`src/rtl/player_hp_pkg.sv`:
```
// Shared widths, tuning constants, state encoding and helpers for the player HP controller.
// Karma accumulation/drain is compiled in only when PLAYER_HP_KARMA_EN is defined.
package player_hp_pkg;

  localparam int unsigned HP_W              = 7;
  localparam int unsigned COORD_W           = 10;
  localparam int unsigned DMG_W             = 4;
  localparam int unsigned HB_W              = COORD_W + 1;

  localparam int unsigned MAX_HP            = 92;
  localparam int unsigned HITBOX_INSET      = 4;
  localparam int unsigned INVINCIBLE_FRAMES = 2;
  localparam int unsigned KR_PER_HIT        = 3;
  localparam int unsigned KR_MAX            = 40;
  localparam int unsigned KR_DRAIN_FRAMES   = 30;

  localparam int unsigned IFR_W             = $clog2(INVINCIBLE_FRAMES + 1);
  localparam int unsigned DRAIN_W           = $clog2(KR_DRAIN_FRAMES);

  typedef enum logic [1:0] {
    ALIVE = 2'd0,
    HURT  = 2'd1,
    DEAD  = 2'd2
  } hp_state_e;

  // Stage-1 record of one accepted attack descriptor.
  typedef struct packed {
    logic             vld;
    logic             hit;
    logic [DMG_W-1:0] dmg;
  } s1_t;

  // Karma after a hit: add, clamp to ceiling, then keep it strictly below the new HP.
  function automatic logic [HP_W-1:0] kr_after_hit(input logic [HP_W-1:0] kr,
                                                   input logic [HP_W-1:0] new_hp);
    logic [HP_W:0]   sum;
    logic [HP_W-1:0] res;
    sum = (HP_W+1)'(kr) + (HP_W+1)'(KR_PER_HIT);
    res = (sum > (HP_W+1)'(KR_MAX)) ? HP_W'(KR_MAX) : HP_W'(sum);
    if (new_hp == '0) begin
      res = '0;
    end else if (res > (new_hp - HP_W'(1))) begin
      res = new_hp - HP_W'(1);
    end
    return res;
  endfunction

endpackage

```
`src/rtl/player_hitbox_overlap.sv`:
```
// Combinational inset-hitbox vs. attack-box overlap test in 11-bit arithmetic.
module player_hitbox_overlap
  import player_hp_pkg::*;
(
  input  logic [COORD_W-1:0] pos_x,
  input  logic [COORD_W-1:0] pos_y,
  input  logic [COORD_W-1:0] w,
  input  logic [COORD_W-1:0] h,
  input  logic [COORD_W-1:0] atk_x0,
  input  logic [COORD_W-1:0] atk_y0,
  input  logic [COORD_W-1:0] atk_x1,
  input  logic [COORD_W-1:0] atk_y1,
  output logic               hit_c
);

  logic [HB_W-1:0] hx0, hx1, hy0, hy1;
  logic            box_ok;
  logic            ovl_x, ovl_y;

  always_comb begin
    hx0 = HB_W'(pos_x) + HB_W'(HITBOX_INSET);
    hx1 = HB_W'(pos_x) + HB_W'(w) - HB_W'(HITBOX_INSET);
    hy0 = HB_W'(pos_y) + HB_W'(HITBOX_INSET);
    hy1 = HB_W'(pos_y) + HB_W'(h) - HB_W'(HITBOX_INSET);

    // Collapsed hitboxes and inverted descriptors are rejected before the edge tests.
    box_ok = (w > COORD_W'(2 * HITBOX_INSET)) && (h > COORD_W'(2 * HITBOX_INSET)) &&
             (atk_x0 < atk_x1) && (atk_y0 < atk_y1);

    ovl_x = (hx0 < HB_W'(atk_x1)) && (HB_W'(atk_x0) < hx1);
    ovl_y = (hy0 < HB_W'(atk_y1)) && (HB_W'(atk_y0) < hy1);
    hit_c = box_ok && ovl_x && ovl_y;
  end

endmodule

```
`src/rtl/player_hp_controller.sv`:
```
// Player HP/karma controller: attack overlap pipeline, per-frame damage, i-frames, karma drain.
// Optional karma behaviour is enabled with PLAYER_HP_KARMA_EN.
module player_hp_controller
  import player_hp_pkg::*;
(
  input  logic               clk_player_control,
  input  logic               reset_n,
  input  logic               game_restart,
  input  logic               frame_tick,
  input  logic [COORD_W-1:0] player_pos_x,
  input  logic [COORD_W-1:0] player_pos_y,
  input  logic [COORD_W-1:0] player_w,
  input  logic [COORD_W-1:0] player_h,
  input  logic               atk_valid,
  output logic               atk_ready,
  input  logic [COORD_W-1:0] atk_x0,
  input  logic [COORD_W-1:0] atk_y0,
  input  logic [COORD_W-1:0] atk_x1,
  input  logic [COORD_W-1:0] atk_y1,
  input  logic [DMG_W-1:0]   atk_damage,
  output logic [HP_W-1:0]    player_hp,
  output logic [HP_W-1:0]    player_kr,
  output logic               hit_flash,
  output logic               player_dead
);

  hp_state_e         state_q, state_d;
  logic [HP_W-1:0]   hp_q, hp_d;
  logic [DMG_W-1:0]  pend_q, pend_d;
  logic [DMG_W-1:0]  pend_eff;
  logic [IFR_W-1:0]  iframe_q, iframe_d;
  s1_t               s1_q, s1_d;
  logic              ready_q, ready_d;
  logic              flash_q, flash_d;
  logic              dead_q, dead_d;
  logic              ovl_hit_c;
`ifdef PLAYER_HP_KARMA_EN
  logic [HP_W-1:0]    kr_q, kr_d;
  logic [DRAIN_W-1:0] drain_q, drain_d;
`endif

  player_hitbox_overlap u_overlap (
    .pos_x  (player_pos_x),
    .pos_y  (player_pos_y),
    .w      (player_w),
    .h      (player_h),
    .atk_x0 (atk_x0),
    .atk_y0 (atk_y0),
    .atk_x1 (atk_x1),
    .atk_y1 (atk_y1),
    .hit_c  (ovl_hit_c)
  );

  always_comb begin
    s1_d     = '0;
    s1_d.vld = atk_valid && ready_q;
    s1_d.hit = atk_valid && ready_q && ovl_hit_c;
    s1_d.dmg = s1_d.hit ? atk_damage : '0;

    // The stage-1 entry was accepted before this cycle, so it belongs to the current frame.
    pend_eff = pend_q;
    if (s1_q.vld && s1_q.hit && (s1_q.dmg > pend_q)) begin
      pend_eff = s1_q.dmg;
    end

    state_d  = state_q;
    hp_d     = hp_q;
    pend_d   = pend_eff;
    iframe_d = iframe_q;
`ifdef PLAYER_HP_KARMA_EN
    kr_d     = kr_q;
    drain_d  = drain_q;
`endif

    if (frame_tick) begin
      pend_d = '0;
      unique case (state_q)
        ALIVE: begin
          if (pend_eff != '0) begin
            hp_d = (hp_q > HP_W'(pend_eff)) ? (hp_q - HP_W'(pend_eff)) : '0;
`ifdef PLAYER_HP_KARMA_EN
            kr_d = kr_after_hit(kr_q, hp_d);
`endif
            if (hp_d == '0) begin
              state_d = DEAD;
            end else begin
              state_d  = HURT;
              iframe_d = IFR_W'(INVINCIBLE_FRAMES);
            end
          end
        end
        HURT: begin
          iframe_d = (iframe_q > IFR_W'(1)) ? (iframe_q - IFR_W'(1)) : '0;
          if (iframe_q <= IFR_W'(1)) begin
            state_d = ALIVE;
          end
        end
        default: begin
        end
      endcase

`ifdef PLAYER_HP_KARMA_EN
      // Drain looks at the post-damage values; the hp>1 guard keeps it from killing.
      if (state_q != DEAD) begin
        if (drain_q == DRAIN_W'(KR_DRAIN_FRAMES - 1)) begin
          drain_d = '0;
          if ((kr_d != '0) && (hp_d > HP_W'(1))) begin
            hp_d = hp_d - HP_W'(1);
            kr_d = kr_d - HP_W'(1);
          end
        end else begin
          drain_d = drain_q + DRAIN_W'(1);
        end
      end
`endif
    end

    if (game_restart) begin
      state_d  = ALIVE;
      hp_d     = HP_W'(MAX_HP);
      pend_d   = '0;
      iframe_d = '0;
      s1_d     = '0;
`ifdef PLAYER_HP_KARMA_EN
      kr_d     = '0;
      drain_d  = '0;
`endif
    end

    ready_d = (state_d != DEAD);
    flash_d = (state_d == HURT);
    dead_d  = (state_d == DEAD);
  end

  always_ff @(posedge clk_player_control or negedge reset_n) begin
    if (!reset_n) begin
      state_q  <= ALIVE;
      hp_q     <= HP_W'(MAX_HP);
      pend_q   <= '0;
      iframe_q <= '0;
      s1_q     <= '0;
      ready_q  <= 1'b1;
      flash_q  <= 1'b0;
      dead_q   <= 1'b0;
`ifdef PLAYER_HP_KARMA_EN
      kr_q     <= '0;
      drain_q  <= '0;
`endif
    end else begin
      state_q  <= state_d;
      hp_q     <= hp_d;
      pend_q   <= pend_d;
      iframe_q <= iframe_d;
      s1_q     <= s1_d;
      ready_q  <= ready_d;
      flash_q  <= flash_d;
      dead_q   <= dead_d;
`ifdef PLAYER_HP_KARMA_EN
      kr_q     <= kr_d;
      drain_q  <= drain_d;
`endif
    end
  end

  assign atk_ready   = ready_q;
  assign player_hp   = hp_q;
  assign hit_flash   = flash_q;
  assign player_dead = dead_q;
`ifdef PLAYER_HP_KARMA_EN
  assign player_kr   = kr_q;
`else
  assign player_kr   = '0;
`endif

endmodule

```
`config.mk`:
```
export PLATFORM = sky130hd
export DESIGN_NAME = player_hp_controller
export DESIGN_NICKNAME = d
export VERILOG_FILES = /design/src/rtl/player_hp_pkg.sv /design/src/rtl/player_hitbox_overlap.sv /design/src/rtl/player_hp_controller.sv
export SDC_FILE = /design/constraint.sdc
export NUM_CORES = 1
export LEC_CHECK = 0
export ABC_AREA = 1
export CORE_MARGIN = 2
export CORE_UTILIZATION = 46
export DETAILED_ROUTE_END_ITERATION = 8
export GPL_ROUTABILITY_DRIVEN = 0
export PLACE_DENSITY = 0.77
export SLEW_MARGIN = 25
export SYNTH_ARGS = -nofsm -noshare
export SYNTH_HDL_FRONTEND = slang
export SYNTH_SLANG_ARGS = --single-unit
```
`constraint.sdc`:
```
create_clock -name clk_player_control -period 3 [get_ports clk_player_control]
set_input_delay 0.45 -clock clk_player_control [delete_from_list [all_inputs] [get_ports clk_player_control]]
set_output_delay 0.45 -clock clk_player_control [all_outputs]
set_load 0.01 [all_outputs]
```
==> impl_results.md, run 1 <==
* Status: finished, violations left
* Failing checks: DRC
* DR WL/cell at 13.4 um
* Initial Util at 0.467
* IO Count at 106
* H-tree levels at 1
* Most frequent cells in the layout: 129 x inv_1, 84 x nand2_1, 72 x ha_1
* FF-to-FF path depth at 27
* CORE AREA at 0.00906 mm2
* Final hold vios at 0
* Setup ws final at 0.0199 ns
* Crit-path max FO at 8
* Starting DRC count in detailed routing at 82
* Share of layout cells above drive strength 1 at 0.287
* Row count at 35
* Crit Path Class: reg2reg
* Area delta synth->final at 49.2%
* RSZ-0062 raised after global routing: true
* Final HPWL DP at 9290 um
* Register area share after synthesis at 0.143
* Antenna Nets Post-Route at 0
* Crit. End Element: register
* CTS tree: done
* Worst vdd ir at 0.000148 V
* Post-synth EDFFs at 0
* Synth area leader: ha_1
* Antenna cells at 0
* Worst min-delay path class: in2async
* Final Skew at 0.00420 ns
* Vias per cell at 4.92
* Port Buffer Count at 98
* Max frequency at 336 MHz
* CTS root buffer: clkbuf_8
* CP Launch Point: pend_q[2]
* Bufs and invs on worst path at 3
* Slowest-stage cell, CP: dfrtp_1
* Cell mode on critical path: nand2_2
* Reg2reg setup slack at 0.02 ns
* Global-route wire length before repair at 18500 um
* Residual DRC count at 1
* Utilization after layout at 0.696
* CP required at 3.16 ns
* Max-slew headroom at 0.659
* Drt pass-1 iters at 6
* P_leak at 3.45 nW
* Synth Instances at 598
* Fin crit share at 0.993
* Fin. max-slew vios at 0
* Die Width at 99.9 um
* Worst setup SP type: register
* Leading cell type in the layout, fill and taps excluded: inv_1
* Synth async-reset ratio at 1.00
* Netlist Area Pre-Place at 0.00423 mm2
* Design Power at 1.48 mW
* Maxcap violations at 0
* Gr usage total at 0.226
* # setup viols final at 0
* Vias at 4320
* PD cells at 234 mW/mm2
* Clk_lat worst skew at 0.27 ns
* Clock buffer count from CTS at 3
* Die span in y at 99.9 um
* Initial antenna violation count at 0
* Post-synthesis register bit count at 24
* # clock sinks at 24
* Family with the most delay on the worst path: simple AND/OR/NAND/NOR gates
* Main synth FF type: dfrtp_1
* Reg clk slew, reported paths at 0.08 ns
* Routed WL at 11800 um
* Slowest stage delay, CP at 0.41 ns
* Synthesized area per cell at 7.08 um2
* Yosys top cell area share at 0.299
* Final min period at 2.98 ns
* Grt total ovfl at 0
* Synth Warn # at 0
* Vias in the first global route at 4335
* Crit path arrival time at 3.14 ns
* R2R Path End: iframe_q[0]
* Fin nets at 961
* Synth top area cells: ha_1 30%, inv_1 14%, dfrtp_1 11%
* Slew @ Worst Pin at 0.507 ns
* Reg2reg start: pend_q[2]
* Pre-CTS setup slack at -0.806 ns
* Clk buf depth at 2
* Largest net degree at the start of global routing at 23
* Die area at 0.00999 mm2
* Post-synthesis cell type count at 39
==> logic make-up after synthesis <==
family          share of synthesized area
other cells                      0.000886
xor+xnor                           0.0579
fa+ha+maj                           0.313
buf+inv                             0.158
simple gates                        0.213
compound gates                      0.114
flops                               0.143
==> power by group <==
part	total, mW	internal, mW	switching, mW
clock network	0.196	0.0950	0.101
registers	0.331	0.327	0.00319
logic	0.954	0.497	0.457
==> registers in the layout (all words and copies together), names as in the netlist <==
register and flops:
state_q 2, iframe_q 2, hit_flash 1, player_hp 7, pend_q 4, atk_ready 1, s1_q 6, player_dead 1
==> cell usage after synthesis (2+ instances only) <==
library cell  count
a21boi_0          2
a21o_1            7
a21oi_1          38
a22oi_1           3
buf_4             7
dfrtp_1          19
dfstp_2           5
fa_1              3
ha_1            101
inv_1           161
inv_2             2
nand2_1          94
nand2_2          15
nand2_4           3
nand3_1          22
nand3_2           3
nand4_1          11
nor2_1           27
nor2_2            3
nor2_4            2
nor3_1            5
nor4_1            3
o211ai_1          5
o21ai_0          11
o21bai_1          3
o221ai_1          2
o31ai_1           2
o32ai_1           2
xnor2_1           6
xor2_1           22
==> through the flow <==
step / std cells / hold WS, ns / instance area (um2) / TNS [ns]
2_1_floorplan: 604 / 0.154 / 4260 / 0
3_3_place_gp: 855 / 0.483 / 5690 / -3.11
3_5_place_dp: 855 / 0.500 / 5690 / -4.03
4_1_cts: 870 / 0.517 / 6120 / -0.0141
5_1_grt: 878 / 0.169 / 6310 / -1.49
6_report: 878 / 0.130 / 6310 / 0
==> area by class of cell <==
class                           instances  area, um2
Sequential cell                        24        607
Multi-Input combinational cell        409       3460
Clock buffer                            4       45.0
Timing Repair Buffer                  166       1440
Tap cell                              111        139
Fill cell                             711       2750
Inverter                              164        616
==> worst max-delay path by stage <==
| stage | cells after the start | slack, ns | to |
|---|---|---|---|
| after floorplan | 15 | 0.04 | s1_q[0] |
| after global placement | 15 | -0.63 | s1_q[3] |
| after detailed placement | 17 | -0.81 | s1_q[3] |
| after CTS | 16 | -0.01 | s1_q[3] |
| after global routing | 27 | -0.20 | iframe_q[0] |
| final | 27 | 0.02 | iframe_q[0] |
==> routing by layer <==
layer	wire length [um]	share of wire	global-route usage	vias to the layer above
li1	-	-	-	2228
met1	4810	0.41	0.255	1976
met2	6350	0.54	0.450	93
met3	391	0.033	0.0195	23
met4	251	0.021	0.0590	0
met5	0	0	0	-
==> timing repair <==
item,in CTS,in global routing
buffers inserted,11,8
endpoints found under the setup margin,11,12
hold endpoints to repair,0,0
pin swaps,57,61
gates resized for setup,130,58
hold buffers,0,0
Note: power is estimated with default switching activity, not from simulation.
==> run 2: changes to the inputs <==
==> constraint.sdc (replaced) <==
create_clock -name clk_player_control -period 3 [get_ports clk_player_control]
set_input_delay 0.6 -clock clk_player_control [delete_from_list [all_inputs] [get_ports clk_player_control]]
set_output_delay 0.6 -clock clk_player_control [all_outputs]
set_load 0.01 [all_outputs]
==> impl_results.md, run 2 (synthesis results as in run 1) <==
* Status: finished, violations left
* Failing checks: setup timing
* Worst min-delay path class: reg2reg
* Gr usage total at 0.242
* Worst setup SP type: primary input
* Crit Path Class: in2reg
* Sequential standard cell area at 607 um2
* CTS root buffer: clkbuf_8
* Fin nets at 971
* Global-route wire length before repair at 19900 um
* Grt total ovfl at 0
* Initial Util at 0.467
* Vias at 4559
* Share of layout cells above drive strength 1 at 0.318
* Slowest-stage cell, CP: fa_2
* # setup viols final at 5
* Vias per cell at 5.13
* Routed WL at 12700 um
* Clk_lat worst skew at 0.27 ns
* IO Count at 106
* Crit path arrival time at 3.27 ns
* Cell Chain, Critical Path: buf_2 > ha_4 > ha_4 > inv_2 > fa_2 > o21ai_2 > a21oi_2 > o21bai_1 > a21o_1 > a21oi_2 > xor2_1 > ha_1 > a21o_1 > nand2_1 > nand4_1 > nor2_1
* Family with the most delay on the worst path: adder cells
* DR WL/cell at 14.3 um
* H-tree levels at 1
* Reg clk slew, reported paths at 0.09 ns
* Largest register FFs at 7
* CP required at 3.20 ns
* Die area at 0.00999 mm2
* Pre-CTS setup slack at -0.829 ns
* Utilization after layout at 0.725
* Setup ws final at -0.0673 ns
* Starting DRC count in detailed routing at 150
* Most frequent cells in the layout: 127 x inv_1, 79 x nand2_1, 78 x buf_4
* RSZ-0062 raised after global routing: true
* Hold_buf cts at 0
* Crit-path max FO at 5
* P_leak at 3.54 nW
* Port Buffer Count at 98
* Leading cell type in the layout, fill and taps excluded: inv_1
* Final HPWL DP at 9340 um
* Multi-input logic area at 0.00356 mm2
* Maxcap violations at 0
* Clock buffer count from CTS at 3
* PD cells at 248 mW/mm2
* Area delta synth->final at 55.2%
* Final Skew at 0.00506 ns
* Largest net degree at the start of global routing at 25
* Die span in y at 99.9 um
* Row count at 35
* Initial antenna violation count at 0
* Vias in the first global route at 4594
* Worst vdd ir at 0.000161 V
* Bufs and invs on worst path at 2
* Drt pass-1 iters at 5
* Slowest stage delay, CP at 0.35 ns
* CTS tree: done
* Fin crit share at 1.02
* Final min period at 3.07 ns
* Antenna cells at 0
* Fillcell total at 637
* Crit. End Element: register
* Clk buf depth at 2
* Max frequency at 326 MHz
* # clock sinks at 24
* Die Width at 99.9 um
* Residual DRC count at 0
* Final hold vios at 0
* Antenna Nets Post-Route at 0
* Fin. max-slew vios at 0
* CORE AREA at 0.00906 mm2
==> run 2: per-layer routing <==
metal  global-route usage  vias to the layer above  wire length [um]
li1                     -                     2251                 -
met1                0.271                     2110              4900
met2                0.475                      155              6780
met3               0.0195                       43               553
met4               0.0843                        0               452
met5                    0                        -                 0
==> run 2: what timing repair did <==
| action | in CTS | in global routing |
|---|---|---|
| setup endpoints to repair | 12 | 12 |
| resized for setup | 139 | 75 |
| pin swaps | 69 | 57 |
| buffers inserted | 11 | 12 |
| cloned | 0 | 0 |
==> run 2: worst paths after layout <==
kind / start / to / slack, ns / cells after the start
max: player_pos_x[1] / s1_q[3] / -0.07 / 16
min: iframe_q[0] / iframe_q[0] / 0.52 / 2
max reg2reg: s1_q[3] / iframe_q[0] / 0.01 / 27
min reg2reg: iframe_q[0] / iframe_q[0] / 0.52 / 2
max in group asynchronous: reset_n / atk_ready / 2.03 / 2
min in group asynchronous: reset_n / pend_q[3] / 0.67 / 2
==> run 2: where the power goes <==
part	switching, mW	leakage, nW	total (mW)	internal (mW)
Clock	0.112	0.0357	0.290	0.179
Combinational	0.484	3.19	1.01	0.525
Sequential	0.00321	0.315	0.331	0.327
==> run 2: metrics by stage <==
| step | setup TNS (ns) | instance area, um2 | total power [mW] | hold slack, ns | cells |
|---|---|---|---|---|---|
| after global routing | -1.90 | 6570 | 1.75 | 0.555 | 888 |
| after global placement | -3.52 | 5790 | 1.11 | 0.481 | 862 |
| final | -0.274 | 6570 | 1.63 | 0.520 | 888 |
| after floorplan | 0 | 4310 | 0.811 | 0.304 | 604 |
| after CTS | -0.413 | 6230 | 1.54 | 0.515 | 877 |
| after detailed placement | -4.42 | 5790 | 1.14 | 0.496 | 862 |
==> run 2: worst min-delay path: stages (launching register included) <==
cell,delay (ns)
dfrtp_1,0.38
nand2_1,0.06
nand2_1,0.05
==> run 2: area by class of cell <==
| cell class | count | share of cell area |
|---|---|---|
| Clock buffer | 3 | 0.00629 |
| Clock inverter | 1 | 0.00457 |
| Multi-Input combinational cell | 409 | 0.543 |
| Tap cell | 111 | 0.0211 |
| Sequential cell | 24 | 0.0924 |
| Inverter | 164 | 0.0949 |
| Timing Repair Buffer | 176 | 0.238 |
==> run 3: changes to the inputs <==
--- a/config.mk
+++ b/config.mk
@@ -11,6 +11,7 @@
 export DETAILED_ROUTE_END_ITERATION = 8
 export GPL_ROUTABILITY_DRIVEN = 0
 export PLACE_DENSITY = 0.77
+export SKIP_LAST_GASP = 1
 export SLEW_MARGIN = 25
 export SYNTH_ARGS = -nofsm -noshare
 export SYNTH_HDL_FRONTEND = slang
==> results of run 3 <==
Final layout, timing and power as in run 2 (identical DEF).
